$ cat config.mk
export PLATFORM = sky130hd
export DESIGN_NAME = inst_fetch_flat
export DESIGN_NICKNAME = d
export VERILOG_FILES = /design/src/rtl/rv_core_pkg.sv /design/src/rtl/inst_fetch_if.sv /design/src/rtl/inst_fetch_npc.sv /design/src/rtl/inst_fetch.sv /design/src/flat_wrapper.sv
export SDC_FILE = /design/constraint.sdc
export NUM_CORES = 1
export LEC_CHECK = 0
export ABC_CLOCK_PERIOD_IN_PS = 2670
export CORE_ASPECT_RATIO = 0.75
export CORE_MARGIN = 3
export CORE_UTILIZATION = 30
export DETAILED_ROUTE_END_ITERATION = 6
export GPL_TIMING_DRIVEN = 1
export PLACE_DENSITY = 0.71
export SLEW_MARGIN = 5
export SYNTH_ARGS = -nofsm -noshare
export SYNTH_HDL_FRONTEND = slang
export SYNTH_HIERARCHICAL = 1
export SYNTH_SLANG_ARGS = --single-unit
$ cat constraint.sdc
create_clock -name clk -period 2.67 [get_ports clk]
set_input_delay 0.534 -clock clk [delete_from_list [all_inputs] [get_ports clk]]
set_output_delay 0.534 -clock clk [all_outputs]
set_load 0.03 [all_outputs]
$ cat src/rtl/rv_core_pkg.sv
// rv_core_pkg: shared types and constants for the RV32I core front end
package rv_core_pkg;
  typedef enum logic [1:0] {FETCH, WAIT, VALID, HALT} fetch_state_e;
  localparam logic [31:0] RV_NOP = 32'h0000_0013;
  localparam logic [31:0] DEFAULT_RESET_PC = 32'h0000_0000;
endpackage

$ cat src/rtl/inst_fetch_if.sv
// inst_fetch_if: instruction memory request/response channel
interface inst_fetch_if #(parameter int XLEN = 32);
  logic            req_valid;
  logic            req_ready;
  logic [XLEN-1:0] addr;
  logic            rsp_valid;
  logic [XLEN-1:0] rsp_data;
  modport master (output req_valid, addr, input req_ready, rsp_valid, rsp_data);
  modport slave (input req_valid, addr, output req_ready, rsp_valid, rsp_data);
endinterface

$ cat src/rtl/inst_fetch_npc.sv
// inst_fetch_npc: next-PC selection and word-alignment check
module inst_fetch_npc #(
  parameter int XLEN = 32
) (
  input  logic [XLEN-1:0] pc_i,
  input  logic            pc_sel_i,
  input  logic [XLEN-1:0] alu_out_i,
  output logic [XLEN-1:0] pc_plus4_o,
  output logic [XLEN-1:0] target_o,
  output logic            misalign_hit_o
);
  assign pc_plus4_o     = pc_i + XLEN'(4);
  assign target_o       = pc_sel_i ? (alu_out_i & ~XLEN'(1)) : pc_plus4_o;
  assign misalign_hit_o = target_o[1];
endmodule

$ cat src/rtl/inst_fetch.sv
// inst_fetch: PC owner and single-outstanding instruction fetch FSM
module inst_fetch
  import rv_core_pkg::*;
#(
  parameter int              XLEN     = 32,
  parameter logic [XLEN-1:0] RESET_PC = XLEN'(DEFAULT_RESET_PC)
) (
  input  logic             clk,
  input  logic             rst_n,
  inst_fetch_if.master     imem,
  output logic             inst_valid_o,
  output logic [XLEN-1:0]  inst_o,
  output logic [XLEN-1:0]  pc_o,
  output logic [XLEN-1:0]  pc_plus4_o,
  input  logic             inst_ready_i,
  input  logic             pc_sel_i,
  input  logic [XLEN-1:0]  alu_out_i,
  output logic             misalign_o,
  output logic [31:0]      retire_cnt_o
);
  fetch_state_e    state_q, state_d;
  logic [XLEN-1:0] pc_q, pc_d, inst_q, inst_d, target;
  logic            misalign_q, misalign_d, misalign_hit;
  logic [31:0]     retire_cnt_q, retire_cnt_d;

  inst_fetch_npc #(.XLEN(XLEN)) u_npc (
    .pc_i           (pc_q),
    .pc_sel_i       (pc_sel_i),
    .alu_out_i      (alu_out_i),
    .pc_plus4_o     (pc_plus4_o),
    .target_o       (target),
    .misalign_hit_o (misalign_hit)
  );

  always_ff @(posedge clk or negedge rst_n) begin
    if (!rst_n) begin
      state_q      <= FETCH;
      pc_q         <= RESET_PC;
      inst_q       <= XLEN'(RV_NOP);
      misalign_q   <= 1'b0;
      retire_cnt_q <= 32'd0;
    end else begin
      state_q      <= state_d;
      pc_q         <= pc_d;
      inst_q       <= inst_d;
      misalign_q   <= misalign_d;
      retire_cnt_q <= retire_cnt_d;
    end
  end

  // Responses are only accepted in WAIT, so stale data after a reset is dropped
  always_comb begin
    state_d      = state_q;
    pc_d         = pc_q;
    inst_d       = inst_q;
    misalign_d   = misalign_q;
    retire_cnt_d = retire_cnt_q;
    unique case (state_q)
      FETCH: state_d = imem.req_ready ? WAIT : FETCH;
      WAIT: begin
        inst_d  = imem.rsp_valid ? imem.rsp_data : inst_q;
        state_d = imem.rsp_valid ? VALID : WAIT;
      end
      VALID: if (inst_ready_i) begin
        retire_cnt_d = retire_cnt_q + 32'd1;
        misalign_d   = misalign_q | misalign_hit;
        pc_d         = misalign_hit ? pc_q : target;
        state_d      = misalign_hit ? HALT : FETCH;
      end
      HALT: state_d = HALT;
    endcase
  end

  assign imem.req_valid = rst_n && state_q == FETCH;
  assign imem.addr      = pc_q;
  assign inst_valid_o   = state_q == VALID;
  assign inst_o         = inst_q;
  assign pc_o           = pc_q;
  assign misalign_o     = misalign_q;
  assign retire_cnt_o   = retire_cnt_q;
endmodule

$ cat src/flat_wrapper.sv
// flat-port wrapper written by rule: the top's interface ports become plain ports
module inst_fetch_flat import rv_core_pkg::*;
#(
  parameter int              XLEN     = 32,
  parameter logic [XLEN-1:0] RESET_PC = XLEN'(DEFAULT_RESET_PC)
)
  (clk, rst_n, inst_valid_o, inst_o, pc_o, pc_plus4_o, inst_ready_i, pc_sel_i, alu_out_i, misalign_o, retire_cnt_o, imem_req_valid, imem_addr, imem_req_ready, imem_rsp_valid, imem_rsp_data);
  inst_fetch_if #(.XLEN(XLEN)) imem_i ();
  input  logic clk;
  input  logic rst_n;
  output logic inst_valid_o;
  output logic [XLEN-1:0] inst_o;
  output logic [XLEN-1:0] pc_o;
  output logic [XLEN-1:0] pc_plus4_o;
  input  logic inst_ready_i;
  input  logic pc_sel_i;
  input  logic [XLEN-1:0] alu_out_i;
  output logic misalign_o;
  output logic [31:0] retire_cnt_o;
  output wire logic [$bits(imem_i.req_valid)-1:0] imem_req_valid;
  output wire logic [$bits(imem_i.addr)-1:0] imem_addr;
  input wire logic [$bits(imem_i.req_ready)-1:0] imem_req_ready;
  input wire logic [$bits(imem_i.rsp_valid)-1:0] imem_rsp_valid;
  input wire logic [$bits(imem_i.rsp_data)-1:0] imem_rsp_data;
  assign imem_req_valid = imem_i.req_valid;
  assign imem_addr = imem_i.addr;
  assign imem_i.req_ready = imem_req_ready;
  assign imem_i.rsp_valid = imem_rsp_valid;
  assign imem_i.rsp_data = imem_rsp_data;
  inst_fetch #(.XLEN(XLEN), .RESET_PC(RESET_PC)) u_core (.clk(clk), .rst_n(rst_n), .imem(imem_i), .inst_valid_o(inst_valid_o), .inst_o(inst_o), .pc_o(pc_o), .pc_plus4_o(pc_plus4_o), .inst_ready_i(inst_ready_i), .pc_sel_i(pc_sel_i), .alu_out_i(alu_out_i), .misalign_o(misalign_o), .retire_cnt_o(retire_cnt_o));
endmodule
; ---- After elaboration in Yosys (flattened, before gate mapping)
; Cells that the tools add are included.
[word_totals]
inputBits = 70
output_inout_bits = 163
register_bits = 98
word_cells = 24
[classes]
add_sub_neg = 2
mux = 6
reduce_logical = 5
bitwise = 2
n_eq_ne = 4
[op_table]
columns = op, n
row1 = "32-bit by 1-bit adder with 32-bit output, second input constant", 1
row2 = "32-bit by 3-bit adder with 32-bit output, second input constant", 1
row3 = 32-bit 2-to-1 mux, 1
row4 = 2-bit one-hot mux with 4 select lines, 1
row5 = 2-bit 2-to-1 mux, 3
row6 = "2-bit equality test, second input constant", 2
row7 = 2-bit AND reduction, 2
row8 = 3-bit AND reduction, 1
row9 = "2-bit by 1-bit equality test with 1-bit output, second input constant", 1
row10 = 2-bit zero test, 1
row11 = "2-bit by 1-bit inequality test with 1-bit output, second input constant", 1
row12 = 1-bit logical AND, 1
row13 = 1-bit 2-to-1 mux, 1
row14 = 1-bit inverter, 1
row15 = 1-bit bitwise OR, 1

; ---- Longest topological paths before layout
; Gate-level depths: netlist (run 1).
[logic_depth]
ltp_word = 5
mapped_depth = 6
mapped_depth_nobuf = 6

; ---- Cells and area by module
; Netlist (run 1), hierarchy kept.
[by_module_without_submodules]
columns = module, area_each_um2, seq_area_each_um2, n_inst, cells_per_inst
row1 = inst_fetch, 4267.8, 2481.1, 1, 313
row2 = inst_fetch_npc, 1122.3, 0.0, 1, 173

; ---- Least setup slack after synthesis (run 1)
; OpenSTA, ideal clock, no wires.
[synth_path]
path_kind = register to output
from = register u_core.pc_q[6], in the netlist u_core/imem.addr[6]
to = output pc_plus4_o[21]
stages_incl_launch_ff = 6
n_path_buf = 1
arrival_time_ns = 2.251
slack_ns = -0.115
required_ns = 2.136
cell_sequence = dfrtp_1 > nand4_1 > clkbuf_1 > nor4_1 > nand3_1 > xnor2_1
[synth_via]
elab_chain_cells = 1
[synth_rtl]
columns = item, line
row1 = start: declaration, inst_fetch.sv:22  ; logic [XLEN-1:0] pc_q, pc_d, inst_q, inst_d, target;
row2 = start signal: assignment, inst_fetch.sv:44  ; pc_q <= pc_d;
row3 = 32-bit by 3-bit adder with 32-bit output, inst_fetch_npc.sv:12  ; assign pc_plus4_o = pc_i + XLEN'(4);
row4 = end: declaration, flat_wrapper.sv:14  ; output logic [XLEN-1:0] pc_plus4_o;
; No other way between the ends.

; ---- Worst setup path after layout (run 1)
[layout_path]
from = register u_core.pc_q[7], in the netlist u_core/imem.addr[7]
to = output pc_plus4_o[23]
; Same word-level chain as after synthesis.

==> impl_metrics.yaml, run 1 <==
run_status:
  run_status: "finished with violations"
  violations: "setup timing"
die:
  die_w_um: 161
  rows: 41
  floorplan.initialDensity_pct: 31.3
  core-area_um2: 17200
  die_h_um: 122
  die_area_um2: 19600
  pin_count: 233
global_route:
  grt_max_degree: 100
  overflow: 0
  grt.total_usage_pct: 16.6
  gr-usage-met3_pct: 6.46
  grt_pass1_wl_um: 25400
  antenna_found_initial: 0
  grt.busiest_layer: "met2"
  grt_util_met1_pct: 22.2
  grt_pass1_vias: 4478
  met2_usage_pct: 25.6
logic_synthesis:
  ys_seq_area_share_pct: 46.0
  ys_seq_elements: 99
  synth_warnings: 6
  synth.area.top_cells: "dfrtp_1 45%, mux2_2 16%, xnor2_1 6.5%"
  ys_types: 46
  yosysTopAreaCell: "dfrtp_1"
  synth_edf_count: 0
  synthFlopType: "dfrtp_1"
  syn_area_um2: 5390
  synthesis.nets: 558
  netlist_instances: 486
  synthArstFlopShare_pct: 100
  avgSynthCellArea_um2: 11.1
  synth_top_area_share_pct: 44.6
critical_path:
  worst-path-buf-inv: 1
  cpMostUsedCell: "or4_4"
  cp_data_required_time_ps: 2140
  critPathMaxStageDelay_ps: 540
  worst-path-max-fanout: 6
  crit_slowest_cell: "or4_4"
  arrival_ps: 2190
  cpLargestDelayFamily: "simple AND/OR/NAND/NOR gates"
  setup.worst_path.class: "reg -> out"
  crit_chain: "nand4_1, or4_4, or4_4, nand2_2, buf_6"
  cp-end-kind: "primary output"
  cp-start-kind: "flip-flop"
place:
  io_buffer_count: 231
  place.gp.congestion: 0.846
  dp.cells: 933
  hpwlAfterDp_um: 12300
  placed_area_um2: 7950
cells_and_area:
  area_growth_pct: 59.9
  stdcell_count: 964
  drive_above_1_share_pct: 31.3
  num-fill-cells: 1586
  antenna_cells: 0
  layout.nets: 795
  final_area_um2: 8620
clocking:
  cts_sinks: 99
  h-tree-depth: 3
  cts_buffer_depth: 2
  numCtsBuffers: 9
  cts_root_buffer: "clkbuf_16"
  insertion_delay_ps: 340
  hold_buffers: 0
  cts_tree: "yes"
  clk_transition_reported_paths_ps: 80
routing:
  drt_iter0_drc: 257
  post_drt_wl_per_cell_um: 17.5
  drc: 0
  dr.pass1.iters: 5
  vias: 4644
  ant_nets: 0
  wirelength_um: 16900
  viasPerCell: 4.82
worst_hold_path:
  hold_class: "in -> async"
power:
  vdd_drop_max_mv: 0.604
  power_leakage_nw: 3.58
  powerDensity_nw_per_um2: 1110
timing:
  tightest_slew_ps: 750
  setup_viol: 7
  fin_tns_setup_ps: -240
  min_period_ps: 2720
  layout_setup_ws_ps: -51.3
  maxSlewHeadroom_pct: 50.0
  final-hold-violation-count: 0
  max_freq_mhz: 367
  slew_violations: 0
  fin_crit_sh_pct: 102
  finalClockSkew_ps: 9.33
  rsz0062_at_grt: "yes"
run:
  cap_viol_max_count: 0
layout by cell type (no fill, tap or decap), drive strengths merged, types with 11 or more instances in the layout:
cell type | synthesis | final
dfrtp | 96 | 96
nand2 | 34 | 34
mux2 | 80 | 80
nand4 | 29 | 29
inv | 7 | 12
buf | 47 | 74
and3 | 11 | 11
nor2 | 22 | 22
nand3 | 22 | 22
clkdlybuf4s50 | 0 | 203
xnor2 | 40 | 40
through the flow:
| stage | setup slack [ps] | util [%] | hold WS, ps | total power, mW |
|---|---|---|---|---|
| 5_1_grt | -113 | 50.0 | 295 | 10.0 |
| 2_1_floorplan | 24.3 | - | 238 | 5.71 |
| 4_1_cts | -105 | 48.8 | 288 | 9.48 |
| 3_5_place_dp | 114 | 46.1 | 447 | 8.03 |
| 3_3_place_gp | 119 | 46.1 | 440 | 7.98 |
| 6_report | -51.3 | 50.0 | 267 | 9.54 |
repair_timing:
| action | in CTS | in global routing |
|---|---|---|
| setup endpoints to repair | 20 | 18 |
| pin swaps | 9 | 14 |
| resized for setup | 37 | 29 |
| setup buffers | 6 | 9 |
cell families (layout without fill, tap and decap cells):
logic type / Yosys count / after routing / share of synthesized area (%)
xor+xnor: 49 / 49 / 7.96
mux: 80 / 80 / 16.7
flops: 99 / 99 / 46.0
simple gates: 164 / 164 / 17.7
fa+ha+maj: 2 / 2 / 0.464
buf+inv: 62 / 304 / 7.31
compound gates: 30 / 30 / 3.83
area by class of cell:
cell class              instances  area (µm²)  area share [%]
inverters                       8        30.0           0.348
well taps                     236         295            3.43
clock buffers                  10         229            2.66
clock inverters                 6        53.8           0.624
multi-input cells             325        2750            31.9
flip-flops and latches         99        2490            28.9
repair buffers                280        2770            32.1
Yosys cell counts (2+ instances only):
master,n
nor2_1,19
dfstp_2,3
mux2_1,2
mux2_2,78
and2_1,5
inv_1,7
nor4_1,8
and4_1,6
dfrtp_1,96
nor2_4,2
a221o_1,4
nand4_1,28
xnor2_1,40
buf_4,41
buf_2,6
clkbuf_1,7
or3_1,2
a21o_1,2
nor3_1,4
or4_1,6
a31oi_1,10
and3_1,10
ha_1,2
nand2_1,34
xor2_1,9
o21ai_0,6
nand3_1,21
nor2b_1,6
o31ai_1,5
state kept, by name, summed over array words and instances, names as in the netlist:
| signal | cells |
|---|---|
| u_core/inst_o | 32 |
| u_core/imem.addr | 32 |
| u_core/state_q | 2 |
| u_core/retire_cnt_o | 32 |
| u_core/misalign_o | 1 |
metal layers:
layer  vias to the layer above  wire (µm)
met4                         0        176
met2                       209       7620
met3                        14       1580
met1                      2235       7510
met5                         -          0
li1                       2186          -
final timing paths:
kind,startpoint,end,slack (ps),cells after the start
max,u_core/imem.addr[7]$_DFFE_PN0P_,pc_plus4_o[23],-50,5
min,rst_n,u_core/inst_o[12]$_DFFE_PN0P_,270,2
max reg2reg,u_core/imem.addr[7]$_DFFE_PN0P_,u_core/imem.addr[27]$_DFFE_PN0P_,500,7
min reg2reg,u_core/misalign_o$_DFFE_PN0P_,u_core/misalign_o$_DFFE_PN0P_,460,1
max in group asynchronous,rst_n,u_core/imem.addr[16]$_DFFE_PN0P_,1930,2
min in group clk,u_core/misalign_o$_DFFE_PN0P_,u_core/misalign_o$_DFFE_PN0P_,460,1
where the power goes:
group	switching [mW]	leakage, nW	internal (mW)	total (mW)
combinational	3.19	2.20	2.59	5.78
clock	0.626	0.136	0.654	1.28
sequential	0.456	1.25	2.02	2.47
total	4.27	3.58	5.27	9.54
(Power assumes the default switching activity.)
==> run 2: changes to the inputs <==
CORE_UTILIZATION = 43   (was 30)
PLACE_DENSITY = 0.92   (was 0.71)
==> impl_metrics.yaml, run 2 (synthesis results as in run 1) <==
critical_path:
  ff2ff_setup_slack_ps: 520
  setup.worst_path.class: "reg -> out"
  crit_chain: "nand4_1, or4_4, or4_4, nand2_1, buf_6"
  cp_data_required_time_ps: 2140
  cp-end-kind: "primary output"
  crit_slowest_cell: "or4_4"
  r2r_start: "u_core/imem.addr[9]$_DFFE_PN0P_"
  worst-path-max-fanout: 8
  arrival_ps: 2190
  cp-start-kind: "flip-flop"
  r2r_cells: 8
  r2r-end: "u_core/imem.addr[18]$_DFFE_PN0P_"
  critPathMaxStageDelay_ps: 550
  cpMostUsedCell: "or4_4"
clocking:
  h-tree-depth: 3
  numCtsBuffers: 9
  clk_transition_reported_paths_ps: 70
  hold_buffers: 0
  cts_sinks: 99
  cts_tree: "yes"
  cts_buffer_depth: 2
  insertion_delay_ps: 340
  cts_root_buffer: "clkbuf_16"
routing:
  dr.pass1.iters: 4
  routed.top_layer: "met4"
  drt_iter0_drc: 214
  drc: 0
  drt-met1-wl_um: 6610
  viasPerCell: 5.39
  route.met3.wl_um: 1370
  ant_nets: 0
  wirelength_um: 16800
  vias: 4825
  post_drt_wl_per_cell_um: 18.7
  route.met2.wl_um: 8440
cells_and_area:
  final_common_cell: "clkdlybuf4s50_1"
  num-fill-cells: 831
  layout.nets: 800
  drive_above_1_share_pct: 30.0
  layout_common_cells: "204 x clkdlybuf4s50_1, 89 x dfrtp_1, 78 x mux2_2"
  antenna_cells: 0
  area_growth_pct: 55.9
timing:
  final-hold-violation-count: 0
  fin_crit_sh_pct: 102
  max_freq_mhz: 367
  finalClockSkew_ps: 10.5
  min_period_ps: 2730
  tightest_slew_ps: 722
  maxSlewHeadroom_pct: 51.9
  setup_viol: 5
  slew_violations: 0
  rsz0062_at_grt: "yes"
  layout_setup_ws_ps: -55.9
  fin_tns_setup_ps: -231
place:
  hpwlAfterDp_um: 12200
  place.gp.congestion: 0.872
  io_buffer_count: 231
global_route:
  grt_max_degree: 52
  grt_pass1_wl_um: 25300
  overflow: 0
  antenna_found_initial: 0
  grt.total_usage_pct: 22.9
  grt_pass1_vias: 4869
power:
  vdd_drop_max_mv: 0.690
  power_mw: 9.36
  powerDensity_nw_per_um2: 1110
  power_leakage_nw: 3.54
die:
  rows: 34
  floorplan.initialDensity_pct: 45.3
  core-area_um2: 11900
  die_w_um: 135
  die_h_um: 103
  pin_count: 233
  die_area_um2: 13900
worst_hold_path:
  hold_class: "in -> async"
run_status:
  violations: "setup timing"
  run_status: "finished with violations"
run:
  cap_viol_max_count: 0
-- run 2: changes by cell type in the layout (fill, tap and decap cells not counted), sizes merged --
cell           before  now
inv                12    9
dlygate4sd2         3    5
clkinv              1    3
clkdlybuf4s50     203  204
buf                74   76
clkbuf             10   11
-- run 2: worst max path at each step --
stage | start | end | slack [ps]
3_3_place_gp | u_core/imem.addr[12]$_DFFE_PN0P_ | pc_plus4_o[24] | 140
5_1_grt | u_core/imem.addr[9]$_DFFE_PN0P_ | pc_plus4_o[25] | -130
4_1_cts | u_core/imem.addr[5]$_DFFE_PN0P_ | pc_plus4_o[19] | -120
2_1_floorplan | u_core/imem.addr[4]$_DFFE_PN0P_ | pc_plus4_o[19] | 20
3_5_place_dp | u_core/imem.addr[4]$_DFFE_PN0P_ | pc_plus4_o[19] | 130
6_report | u_core/imem.addr[9]$_DFFE_PN0P_ | pc_plus4_o[27] | -60
-- run 2: worst max-delay path, delay by kind of cell, from the launching register on --
kind                   cells  cell delay [ps]
buffers and inverters      1              130
DFF                        1              350
and+or+nand+nor            4             1380
-- run 2: where the power goes --
part	internal, mW	switching (mW)	total [mW]
clock network	0.662	0.570	1.23
logic	2.51	3.14	5.65
registers	2.01	0.465	2.48
total	5.19	4.18	9.36
-- run 2: cell type report --
class / count / area [µm²] / area share (%)
clock buffers: 11 / 243 / 2.89
clock inverters: 5 / 35.0 / 0.417
inverters: 8 / 30.0 / 0.357
multi-input cells: 325 / 2680 / 31.9
flip-flops and latches: 99 / 2490 / 29.6
well taps: 162 / 203 / 2.41
repair buffers: 285 / 2720 / 32.4
-- run 2: layer usage --
layer	track usage [%]	vias to the layer above
met2	40.5	202
met1	28.0	2398
met5	0	-
met3	5.90	24
met4	6.89	0
li1	-	2201
-- run 2: what timing repair did --
action | 4_1_cts | 5_1_grt
setup endpoints to repair | 19 | 18
setup buffers | 13 | 9
pin swaps | 2 | 10
resized for setup | 30 | 23
-- run 2: per-stage QoR --
stage	hold WS, ps	setup WS, ps	instances	area [µm²]	utilization (%)
floorplan	238	24.3	486	5400	-
global placement	441	141	857	7760	65.2
detailed placement	454	128	857	7760	65.2
CTS	399	-121	886	8230	69.1
global route	424	-126	895	8410	70.6
finish	381	-55.9	895	8410	70.6
